[config.mk]
export PLATFORM = sky130hd
export DESIGN_NAME = rice_residual_decoder
export DESIGN_NICKNAME = d
export VERILOG_FILES = /design/src/rtl/flac_pkg.sv /design/src/rtl/rice_residual_decoder.sv
export SDC_FILE = /design/constraint.sdc
export NUM_CORES = 1
export LEC_CHECK = 0
export ABC_AREA = 1
export CAP_MARGIN = 20
export CORE_ASPECT_RATIO = 2
export CORE_MARGIN = 2
export CORE_UTILIZATION = 60
export CTS_BUF_LIST = sky130_fd_sc_hd__clkbuf_16
export DETAILED_ROUTE_END_ITERATION = 16
export PLACE_DENSITY = 0.91
export SETUP_SLACK_MARGIN = 0.05
export SLEW_MARGIN = 0
export SYNTH_ARGS = -nofsm -noshare
export SYNTH_HDL_FRONTEND = slang
export SYNTH_SLANG_ARGS = --single-unit
[constraint.sdc]
create_clock -name iClock -period 8.5 [get_ports iClock]
set_clock_uncertainty 0.1 [all_clocks]
set_input_delay 0.85 -clock iClock [delete_from_list [all_inputs] [get_ports iClock]]
set_output_delay 0.85 -clock iClock [all_outputs]
set_load 0.01 [all_outputs]
[src/rtl/flac_pkg.sv]
// Shared FLAC decode definitions: widths, Rice decoder state encoding and
// the zigzag unfold used by every residual path (Rice, escape, verbatim).
package flac_pkg;

    localparam int unsigned DATA_W  = 16;
    localparam int unsigned ACC_W   = 32;
    localparam int unsigned COUNT_W = 16;
    localparam int unsigned PARAM_W = 5;

    typedef enum logic [1:0] {
        IDLE  = 2'd0,
        UNARY = 2'd1,
        REM   = 2'd2,
        FIN   = 2'd3
    } state_e;

    // Map the unsigned folded value back to two's complement:
    // even u -> u/2, odd u -> -(u+1)/2.
    function automatic logic [ACC_W-1:0] zigzag_unfold(input logic [ACC_W-1:0] u);
        return (u >> 1) ^ {ACC_W{u[0]}};
    endfunction

endpackage

[src/rtl/rice_residual_decoder.sv]
// Rice residual decoder: consumes a serial MSB-first bitstream of Rice
// codewords (unary quotient, k-bit remainder) and emits one signed residual
// per codeword for the downstream fixed-predictor stage.
//
// Ports
//   iClock      clock, all logic on posedge
//   iReset      synchronous active-high reset
//   iStart      pulse: latch iRiceParam/iCount and begin a partition (IDLE only)
//   iRiceParam  Rice parameter k
//   iCount      number of residuals in the partition
//   iEnable     iBit is valid this cycle
//   iBit        next stream bit
//   oResidual   decoded residual, held until the next oValid
//   oValid      one-cycle strobe: oResidual updated
//   oDone       one-cycle strobe: partition complete
//   oBusy       partition in progress
//   oOverflow   sticky: a decoded value did not fit DATA_W signed
module rice_residual_decoder
    import flac_pkg::*;
(
    input  logic               iClock,
    input  logic               iReset,
    input  logic               iStart,
    input  logic [PARAM_W-1:0] iRiceParam,
    input  logic [COUNT_W-1:0] iCount,
    input  logic               iEnable,
    input  logic               iBit,
    output logic [DATA_W-1:0]  oResidual,
    output logic               oValid,
    output logic               oDone,
    output logic               oBusy,
    output logic               oOverflow
);

    state_e             state_q, state_d;
    logic [PARAM_W-1:0] k_q, k_d;
    logic [PARAM_W-1:0] bitcnt_q, bitcnt_d;
    logic [COUNT_W-1:0] remaining_q, remaining_d;
    logic [ACC_W-1:0]   quot_q, quot_d;
    logic [ACC_W-1:0]   rem_q, rem_d;
    logic [DATA_W-1:0]  residual_q, residual_d;
    logic               valid_q, valid_d;
    logic               done_q, done_d;
    logic               busy_q, busy_d;
    logic               ovf_q, ovf_d;

    logic               emit_c;
    logic [ACC_W-1:0]   rem_shift_c;
    logic [ACC_W-1:0]   rem_emit_c;
    logic [ACC_W-1:0]   folded_c;
    logic [ACC_W-1:0]   unfolded_c;
    logic               fits_c;

    // Remainder with the current bit appended; k never exceeds ACC_W-2 so the
    // dropped MSB is always zero.
    assign rem_shift_c = ACC_W'({rem_q, iBit});

    // The emitting bit is the last remainder bit in REM, or the terminating
    // unary '1' when k==0 (remainder empty).
    assign rem_emit_c  = (state_q == REM) ? rem_shift_c : '0;
    assign folded_c    = (quot_q << k_q) | rem_emit_c;
    assign unfolded_c  = zigzag_unfold(folded_c);

    // Fits DATA_W signed when all bits from the DATA_W-1 sign position up agree.
    assign fits_c = (&unfolded_c[ACC_W-1:DATA_W-1]) | ~(|unfolded_c[ACC_W-1:DATA_W-1]);

    // Next-state and output logic.
    always_comb begin
        state_d     = state_q;
        k_d         = k_q;
        bitcnt_d    = bitcnt_q;
        remaining_d = remaining_q;
        quot_d      = quot_q;
        rem_d       = rem_q;
        residual_d  = residual_q;
        valid_d     = 1'b0;
        done_d      = 1'b0;
        busy_d      = busy_q;
        ovf_d       = ovf_q;
        emit_c      = 1'b0;

        case (state_q)
            IDLE: begin
                if (iStart) begin
                    k_d         = iRiceParam;
                    remaining_d = iCount;
                    quot_d      = '0;
                    rem_d       = '0;
                    ovf_d       = 1'b0;
                    if (iCount == '0) begin
                        state_d = FIN;
                        done_d  = 1'b1;
                        busy_d  = 1'b0;
                    end else begin
                        state_d = UNARY;
                        busy_d  = 1'b1;
                    end
                end
            end
            UNARY: begin
                if (iEnable) begin
                    if (!iBit) begin
                        quot_d = quot_q + ACC_W'(1);
                        if (&quot_q) begin
                            ovf_d = 1'b1;
                        end
                    end else if (k_q == '0) begin
                        emit_c = 1'b1;
                    end else begin
                        state_d  = REM;
                        bitcnt_d = k_q;
                    end
                end
            end
            REM: begin
                if (iEnable) begin
                    rem_d    = rem_shift_c;
                    bitcnt_d = bitcnt_q - PARAM_W'(1);
                    if (bitcnt_q == PARAM_W'(1)) begin
                        emit_c = 1'b1;
                    end
                end
            end
            FIN: begin
                state_d = IDLE;
                busy_d  = 1'b0;
            end
            default: begin
                state_d = IDLE;
            end
        endcase

        // Codeword complete: publish the residual and advance the partition.
        if (emit_c) begin
            residual_d  = unfolded_c[DATA_W-1:0];
            valid_d     = 1'b1;
            quot_d      = '0;
            rem_d       = '0;
            remaining_d = remaining_q - COUNT_W'(1);
            if (!fits_c) begin
                ovf_d = 1'b1;
            end
            if (remaining_q == COUNT_W'(1)) begin
                state_d = FIN;
                done_d  = 1'b1;
                busy_d  = 1'b0;
            end else begin
                state_d = UNARY;
            end
        end
    end

    // State and output registers.
    always_ff @(posedge iClock) begin
        if (iReset) begin
            state_q     <= IDLE;
            k_q         <= '0;
            bitcnt_q    <= '0;
            remaining_q <= '0;
            quot_q      <= '0;
            rem_q       <= '0;
            residual_q  <= '0;
            valid_q     <= 1'b0;
            done_q      <= 1'b0;
            busy_q      <= 1'b0;
            ovf_q       <= 1'b0;
        end else begin
            state_q     <= state_d;
            k_q         <= k_d;
            bitcnt_q    <= bitcnt_d;
            remaining_q <= remaining_d;
            quot_q      <= quot_d;
            rem_q       <= rem_d;
            residual_q  <= residual_d;
            valid_q     <= valid_d;
            done_q      <= done_d;
            busy_q      <= busy_d;
            ovf_q       <= ovf_d;
        end
    end

    assign oResidual = residual_q;
    assign oValid    = valid_q;
    assign oDone     = done_q;
    assign oBusy     = busy_q;
    assign oOverflow = ovf_q;

endmodule

==> impl_metrics.json, run 1 <==
{
  "status": "finished clean",
  "async_flop_share_pct": 0,
  "worstMarginPinSlew_ns": 1.03,
  "firstDrtPassIters": 10,
  "fmax_mhz": 233,
  "yosys_warnings": 0,
  "drc": 0,
  "grt_use_total_pct": 37.0,
  "cts_hold_repair.buffers": 0,
  "start_kind": "flip-flop",
  "drive_above_1_share_pct": 6.01,
  "vias_per_cell": 6.19,
  "dieArea_um2": 13100,
  "crit_arrival_ns": 4.47,
  "place_hpwl_mm": 17.8,
  "gp_congestion": 1.01,
  "ir_drop_v": 0.000190,
  "insertion_delay_ns": 0.37,
  "place_area_um2": 7730,
  "place_ws_ns": 4.33,
  "cts_root_buf": "clkbuf_16",
  "ant_nets": 0,
  "wirelength_mm": 23.8,
  "final_cell_mix": "nand2_1, nand3_1, dfxtp_1",
  "worstPathMaxFanout": 66,
  "overflow": 0,
  "max_slew_margin_pct": 29.7,
  "hold_viol": 0,
  "path_class": "reg2reg",
  "grt_pass1_vias": 7761,
  "maxCapViolCount": 0,
  "p_seq_share_pct": 29.4,
  "vias": 8109,
  "initial_core_util_pct": 61.8,
  "grt_max_degree": 67,
  "p_clk_share_pct": 21.0,
  "grt_pass1_wl_mm": 37.3,
  "cp.required_ns": 8.68,
  "hold_path_startpoint": "oResidual[13]",
  "netlist_area_um2": 7280,
  "p_comb_share_pct": 49.6,
  "drt_iter0_drc": 754,
  "fin_crit_ns": 4.29,
  "r2r_slack_ns": 4.21,
  "r2r-start": "state_q[0]",
  "rsz0062_at_grt": "no",
  "finalWorstSetupSlack_ns": 4.21,
  "cts_tree": "built",
  "leakage_nw": 3.18,
  "htreeDepth": 3,
  "syn_nets": 1190,
  "syn_to_final_growth_pct": 10.5,
  "final_common_cell": "nand2_1",
  "worstReg2RegEnd": "quot_q[23]",
  "syn_avg_cell_area_um2": 6.31,
  "numCtsBuffers": 9,
  "utilization_pct": 68.3,
  "p_int_w": 0.00111,
  "final_area_um2": 8040,
  "holdPathEnd": "oResidual[13]",
  "dieHeight_um": 160,
  "seq_area_frac_synth_pct": 30.5,
  "yosysUniqueCellTypes": 54,
  "fin_crit_sh_pct": 50.5,
  "synth-seq-cells": 111,
  "finalSetupViolCount": 0,
  "num_rows": 56,
  "n_fill_cell": 1073,
  "r2r_cells": 14,
  "fin_nets": 1196,
  "cts_buffer_depth": 2,
  "core_region_area_um2": 11800,
  "numPortBuffers": 45,
  "antenna_found_initial": 0,
  "power_w": 0.00213,
  "cts_setup_buffers": 0,
  "fin_tns_setup_ns": 0,
  "die_w_um": 81.9,
  "hp-class": "reg2reg",
  "cts.sinks": 111,
  "clk_pin_slew_ns": 0.08,
  "antenna_cells": 0,
  "synth-edff-count": 0,
  "cp-end-kind": "flip-flop",
  "p_sw_w": 0.00102,
  "wl_per_cell_um": 18.2,
  "whs_path_depth": 2,
  "p_sw_share_pct": 47.7,
  "cts_resized": 0,
  "crit_start": "state_q[0]",
  "synth_ff_type": "dfxtp_1",
  "ios": 46,
  "power.density_nw_per_um2": 265,
  "final-max-slew-violation-count": 0,
  "synthCells": 1153
}
per-stage QoR:
step	hold WS, ns	instances
floorplan	0.341	1153
global placement	0.336	1293
detailed placement	0.344	1293
CTS	0.363	1309
global route	0.393	1309
finish	0.355	1309
cells by family (layout without fill, tap and decap cells):
group | Yosys count | in the layout | synth area share [%]
fa+ha+maj | 11 | 11 | 1.89
compound gates | 195 | 195 | 15.6
simple gates | 653 | 653 | 40.8
xor+xnor | 19 | 19 | 2.29
flops | 111 | 111 | 30.5
buf+inv | 164 | 175 | 8.87
state kept, by name, indices dropped and copies added (netlist names):
register     count
bitcnt_q         5
remaining_q     16
oValid           1
oOverflow        1
quot_q          32
oResidual       16
state_q          2
oDone            1
rem_q           31
oBusy            1
k_q              5
power groups by stage:
stage / clock network (W) / logic [W] / registers, W
after global routing: 0.000464 / 0.00117 / 0.000632
after detailed placement: 0 / 0.00103 / 0.000634
final: 0.000447 / 0.00106 / 0.000625
after CTS: 0.000447 / 0.00104 / 0.000623
after floorplan: 0 / 0.000788 / 0.000624
after global placement: 0 / 0.00102 / 0.000633
worst max-delay path by stage:
| stage | end |
|---|---|
| after detailed placement | quot_q[23] |
| after global routing | quot_q[23] |
| final | quot_q[23] |
| after CTS | quot_q[23] |
| after global placement | quot_q[23] |
| after floorplan | oOverflow |
Yosys cell counts, types with 17 or more instances:
cell type  number  share of area, %
nand2_1       314                16
nand3_1       196                13
dfxtp_1       111                31
inv_1          95               4.9
a21oi_1        77               5.3
o21ai_0        62               4.3
nor2_1         61               3.1
clkbuf_1       33               1.7
buf_2          18               1.2
nand4_1        17               1.5
nor3_1         17               1.2
xor2_1         17               2.0
metal layers:
| layer | track usage (%) | part of all wire [%] | up-vias |
|---|---|---|---|
| met4 | 34.0 | 11 | 0 |
| met2 | 61.4 | 50 | 396 |
| li1 | - | - | 3895 |
| met1 | 36.2 | 33 | 3669 |
| met3 | 8.14 | 6.3 | 149 |
| met5 | 0 | 0 | - |
worst max-delay path, cell delays in order (launching register included):
cell	delay (ns)
dfxtp_1	0.35
inv_1	0.10
ha_2	0.17
buf_4	0.50
inv_1	0.32
a31oi_1	0.24
nor3_1	0.09
nand2_2	0.27
inv_2	0.22
nor2_4	0.42
inv_2	0.39
nor2_4	0.44
inv_2	0.22
a21oi_1	0.16
a21boi_0	0.21
final cells by class:
class                      instances  area, µm²  share of cell area, %
sequential                       111       2220                   27.6
clock buffer                       9        225                   2.80
clock inverter                     7       86.3                   1.07
inverter                         105        394                   4.90
multi-input combinational        878       4420                   54.9
timing repair buffer              54        518                   6.44
tap                              145        181                   2.26
Note: power is estimated with default switching activity, not from simulation.
==> run 2, diff against run 1 <==
==> constraint.sdc (replaced) <==
create_clock -name iClock -period 4.4 [get_ports iClock]
set_clock_uncertainty 0.1 [all_clocks]
set_input_delay 0.44 -clock iClock [delete_from_list [all_inputs] [get_ports iClock]]
set_output_delay 0.44 -clock iClock [all_outputs]
set_load 0.01 [all_outputs]
==> run 2 against run 1 <==
Sequential power increased by 92%. Worst setup slack worse by 3.0 ns. Sequential share of layout area fell by 0.15 points. Clock-buffer cell count stayed put. Flip-flop and latch count is the same. Combinational power up 96%. Fmax increased by 35%. Core utilization up 0.36 points. Largest cell class unchanged.
==> impl_metrics.json, run 2 (same netlist as run 1, synthesis figures left out) <==
{
  "final_cell_mix": "nand2_1, nand3_1, dfxtp_1",
  "ios": 46,
  "critPathSlowestCell": "ha_2",
  "grt_use_total_pct": 36.7,
  "cts.sinks": 111,
  "syn_to_final_growth_pct": 11.1,
  "grt_pass1_wl_mm": 37.3,
  "power.density_nw_per_um2": 514,
  "wirelength_mm": 23.6,
  "critical_path_depth": 13,
  "start_kind": "flip-flop",
  "cts_setup_buffers": 0,
  "path_cells": "inv_1 > ha_2 > inv_1 > a31oi_1 > nor3_1 > nand2_2 > inv_2 > nor2_4 > inv_2 > nor2_4 > inv_2 > a21oi_1 > a21boi_0",
  "num_rows": 56,
  "cts_tree": "built",
  "fin_crit_ns": 3.18,
  "cts_resized": 0,
  "gp_congestion": 1.01,
  "insertion_delay_ns": 0.37,
  "cp-end-kind": "flip-flop",
  "final_common_cell": "nand2_1",
  "status": "finished clean",
  "largestRegisters": "quot_q: 32 flops, rem_q: 31 flops",
  "dieHeight_um": 160,
  "whs_path_depth": 2,
  "worstPathMaxFanout": 26,
  "p_sw_share_pct": 47.7,
  "clk_pin_slew_ns": 0.09,
  "drc": 0,
  "grt_max_degree": 42,
  "fin_crit_sh_pct": 72.2,
  "n_fill_cell": 1060,
  "place_ws_ns": 1.31,
  "fin_tns_setup_ns": 0,
  "rsz0062_at_grt": "no",
  "maxCapViolCount": 0,
  "ant_nets": 0,
  "die_w_um": 81.9,
  "cp.required_ns": 4.59,
  "p_sw_w": 0.00198,
  "largest_reg_flops": 32,
  "grt_pass1_vias": 7651,
  "critical-path-top-delay-family": "buffers and inverters",
  "cts_root_buf": "clkbuf_16",
  "wl_per_cell_um": 18.0,
  "crit_arrival_ns": 3.37,
  "p_seq_share_pct": 29.0,
  "dieArea_um2": 13100,
  "drive_above_1_share_pct": 6.42,
  "top_register": "quot_q",
  "final-max-slew-violation-count": 0,
  "htreeDepth": 3,
  "path_class": "reg2reg",
  "finalSetupViolCount": 0,
  "ir_drop_v": 0.000296,
  "vias_per_cell": 6.20,
  "r2r_cells": 13,
  "cpMostUsedCell": "inv_2",
  "fin_nets": 1201,
  "initial_core_util_pct": 61.8,
  "overflow": 0,
  "numPortBuffers": 45,
  "max_slew_margin_pct": 40.4,
  "crit_buf_inv": 5,
  "fmax_mhz": 315,
  "cts_hold_repair.buffers": 0,
  "r2r_slack_ns": 1.22,
  "multi_input_area_um2": 4420,
  "p_comb_share_pct": 50.1,
  "drt_iter0_drc": 662,
  "critPathMaxStageDelay_ns": 0.47,
  "finalWorstSetupSlack_ns": 1.22,
  "place_hpwl_mm": 17.8,
  "antenna_cells": 0,
  "numCtsBuffers": 9,
  "p_clk_share_pct": 21.0,
  "vias": 8144,
  "leakage_nw": 3.20,
  "antenna_found_initial": 0,
  "p_int_w": 0.00217,
  "hp-class": "reg2reg",
  "worstMarginPinSlew_ns": 0.893,
  "core_region_area_um2": 11800,
  "final-seq-area_um2": 2220,
  "firstDrtPassIters": 5,
  "cts_buffer_depth": 2,
  "hold_viol": 0
}
-- run 2: changes by cell type in the layout (fill, tap and decap cells not counted), sizes merged --
cell / change
inv: -1
clkinv: +1
buf: +5
-- run 2: path summary, 6_finish.rpt --
check / from / endpoint
worst max-delay path: state_q[0] / quot_q[23]
worst min-delay path: oResidual[13] / oResidual[13]
worst max register to register: state_q[0] / quot_q[23]
worst min register to register: oResidual[13] / oResidual[13]
-- run 2: layout make-up --
type	instances	area share [%]
well taps	145	2.24
inverters	105	4.87
repair buffers	59	6.87
flip-flops and latches	111	27.5
clock buffers	9	2.79
clock inverters	7	1.13
multi-input cells	878	54.6
-- run 2: per-layer routing --
layer  wire, µm  global-route usage (%)  vias up
li1           -                       -     3907
met4       2530                    32.5        0
met2      11900                    62.3      378
met1       8040                    36.8     3710
met5          0                       0        -
met3       1150                    5.37      149
-- run 2: worst min-delay path, stage by stage (launching register included) --
cell	delay [ns]
dfxtp_1	0.33
nand2_1	0.05
o21ai_0	0.05
-- run 2: metrics by stage --
stage	area [µm²]	instances	utilization (%)	total power [W]	hold slack (ns)
2_1_floorplan	7280	1153	-	0.00273	0.341
3_3_place_gp	7770	1298	66.0	0.00321	0.336
3_5_place_dp	7770	1298	66.0	0.00324	0.344
4_1_cts	8090	1314	68.7	0.00410	0.362
5_1_grt	8090	1314	68.7	0.00441	0.388
6_report	8090	1314	68.7	0.00415	0.356
-- run 2: power groups by stage --
| stage | registers [W] | clock network, W | logic (W) |
|---|---|---|---|
| floorplan | 0.00120 | 0 | 0.00152 |
| global placement | 0.00122 | 0 | 0.00200 |
| detailed placement | 0.00122 | 0 | 0.00202 |
| CTS | 0.00120 | 0.000868 | 0.00204 |
| global route | 0.00122 | 0.000903 | 0.00229 |
| finish | 0.00120 | 0.000870 | 0.00208 |
==> run 3, diff against run 2 <==
==> constraint.sdc (replaced) <==
create_clock -name iClock -period 3.1 [get_ports iClock]
set_clock_uncertainty 0.1 [all_clocks]
set_input_delay 0.31 -clock iClock [delete_from_list [all_inputs] [get_ports iClock]]
set_output_delay 0.31 -clock iClock [all_outputs]
set_load 0.01 [all_outputs]
==> run 3 against run 2 <==
Design area is 1.7% higher. Hold slack better by 0.0041 ns. Register-to-register slack worse by 0.89 ns. Global-route usage is 0.36 points higher. Fmax is 15% higher. Core utilization is 1.2 points higher. Power is 43% higher. Combinational power is 47% higher. Largest cell class unchanged. Highest routed layer is now met5.
==> impl_metrics.json, run 3 (same netlist as run 1, synthesis figures left out) <==
{
  "dieHeight_um": 160,
  "final_cell_mix": "nand2_1, nand3_1, dfxtp_1",
  "grt_pass1_vias": 7959,
  "crit_buf_inv": 3,
  "power.density_nw_per_um2": 723,
  "overflow": 0,
  "r2r-start": "k_q[0]",
  "ir_drop_v": 0.000523,
  "cts_root_buf": "clkbuf_16",
  "hold_path_startpoint": "oResidual[4]",
  "path_class": "reg2reg",
  "start_kind": "flip-flop",
  "fin_nets": 1220,
  "hold_viol": 0,
  "critical-path-top-delay-family": "simple AND/OR/NAND/NOR gates",
  "place_hpwl_mm": 17.8,
  "power_w": 0.00595,
  "final_common_cell": "nand2_1",
  "cpMostUsedCell": "nand2_1",
  "initial_core_util_pct": 61.8,
  "worstMarginPinSlew_ns": 0.966,
  "n_fill_cell": 973,
  "antenna_cells": 0,
  "numPortBuffers": 45,
  "fin_tns_setup_ns": 0,
  "dieArea_um2": 13100,
  "num_rows": 56,
  "wl_per_cell_um": 17.7,
  "antenna_found_initial": 1,
  "crit_start": "k_q[0]",
  "ant_nets": 0,
  "drt_iter0_drc": 608,
  "top_register": "quot_q",
  "firstDrtPassIters": 6,
  "hp-class": "reg2reg",
  "core_region_area_um2": 11800,
  "utilization_pct": 69.9,
  "gp_congestion": 1.06,
  "wirelength_mm": 23.6,
  "cts_hold_repair.buffers": 0,
  "ios": 46,
  "max_slew_margin_pct": 35.5,
  "leakage_nw": 3.29,
  "worstPathMaxFanout": 18,
  "grt_use_total_pct": 37.0,
  "path_cells": "inv_1 > nand2_1 > nand3_1 > nand2_1 > nand2_1 > nand2_1 > nor2_1 > a2111oi_1 > buf_4 > ha_1 > inv_1 > nor2_1 > nand2_1 > nor2_1 > nand3_1 > nand3_1 > a21oi_1",
  "cp.required_ns": 3.26,
  "grt_pass1_wl_mm": 37.7,
  "fmax_mhz": 361,
  "maxCapViolCount": 0,
  "vias_per_cell": 6.21,
  "whs_ns": 0.360,
  "rsz0062_at_grt": "no",
  "cts_tree": "built",
  "drive_above_1_share_pct": 7.91,
  "fin_crit_ns": 2.77,
  "finalWorstSetupSlack_ns": 0.329,
  "grt_max_degree": 66,
  "critPathSlowestCell": "a2111oi_1",
  "clk_pin_slew_ns": 0.08,
  "largest_reg_flops": 32,
  "finalSetupViolCount": 0,
  "syn_to_final_growth_pct": 13.0,
  "final-max-slew-violation-count": 0,
  "fin_crit_sh_pct": 89.4,
  "crit_arrival_ns": 2.93,
  "die_w_um": 81.9,
  "htreeDepth": 3,
  "place_ws_ns": 0.256,
  "cts_buffer_depth": 2,
  "drc": 0,
  "cts.sinks": 111,
  "insertion_delay_ns": 0.37,
  "cp-end-kind": "flip-flop",
  "numCtsBuffers": 9,
  "vias": 8280,
  "critPathMaxStageDelay_ns": 0.44,
  "largestRegisters": "quot_q: 32 flops, rem_q: 31 flops",
  "status": "finished clean"
}
[run 3: final cells by class]
class                           count  area (µm²)  share of cell area (%)
Inverter                          105         394                    4.79
Clock buffer                        9         225                    2.74
Sequential cell                   111        2220                    27.0
Timing Repair Buffer               78         711                    8.64
Tap cell                          145         181                    2.21
Clock inverter                      7        72.6                   0.883
Multi-Input combinational cell    878        4420                    53.7
[run 3: routing by layer]
metal	track usage (%)	routed length, µm	vias to the layer above
met1	35.8	7690	3724
li1	-	-	3952
met4	34.3	2630	2
met2	62.0	11700	436
met5	0	13	-
met3	7.85	1570	166
[run 3: power by group]
group / switching, W / internal (W)
sequential: 0.000131 / 0.00157
clock: 0.000614 / 0.000569
combinational: 0.00205 / 0.00101
[run 3: worst paths after layout]
| check | to | slack (ns) | depth (start not counted) |
|---|---|---|---|
| setup / recovery | oOverflow | 0.33 | 17 |
| hold / removal | oResidual[4] | 0.36 | 2 |
| setup reg to reg | oOverflow | 0.33 | 17 |
| hold reg to reg | oResidual[4] | 0.36 | 2 |
[run 3: through the flow]
step	area, µm²	cells
after global routing	8220	1333
after global placement	7910	1315
after floorplan	7280	1153
after detailed placement	7910	1315
final	8220	1333
after CTS	8210	1331
[run 3: what timing repair did]
item                                    in CTS  in global routing
endpoints found under the setup margin       0                  3
resized for setup                            0                  1
buffers inserted                             0                  2
[run 3: worst min-delay path, delay by kind of cell (launching register included)]
kind | cells | cell delay, ns
compound gates | 1 | 0.05
simple gates | 1 | 0.05
flops | 1 | 0.33
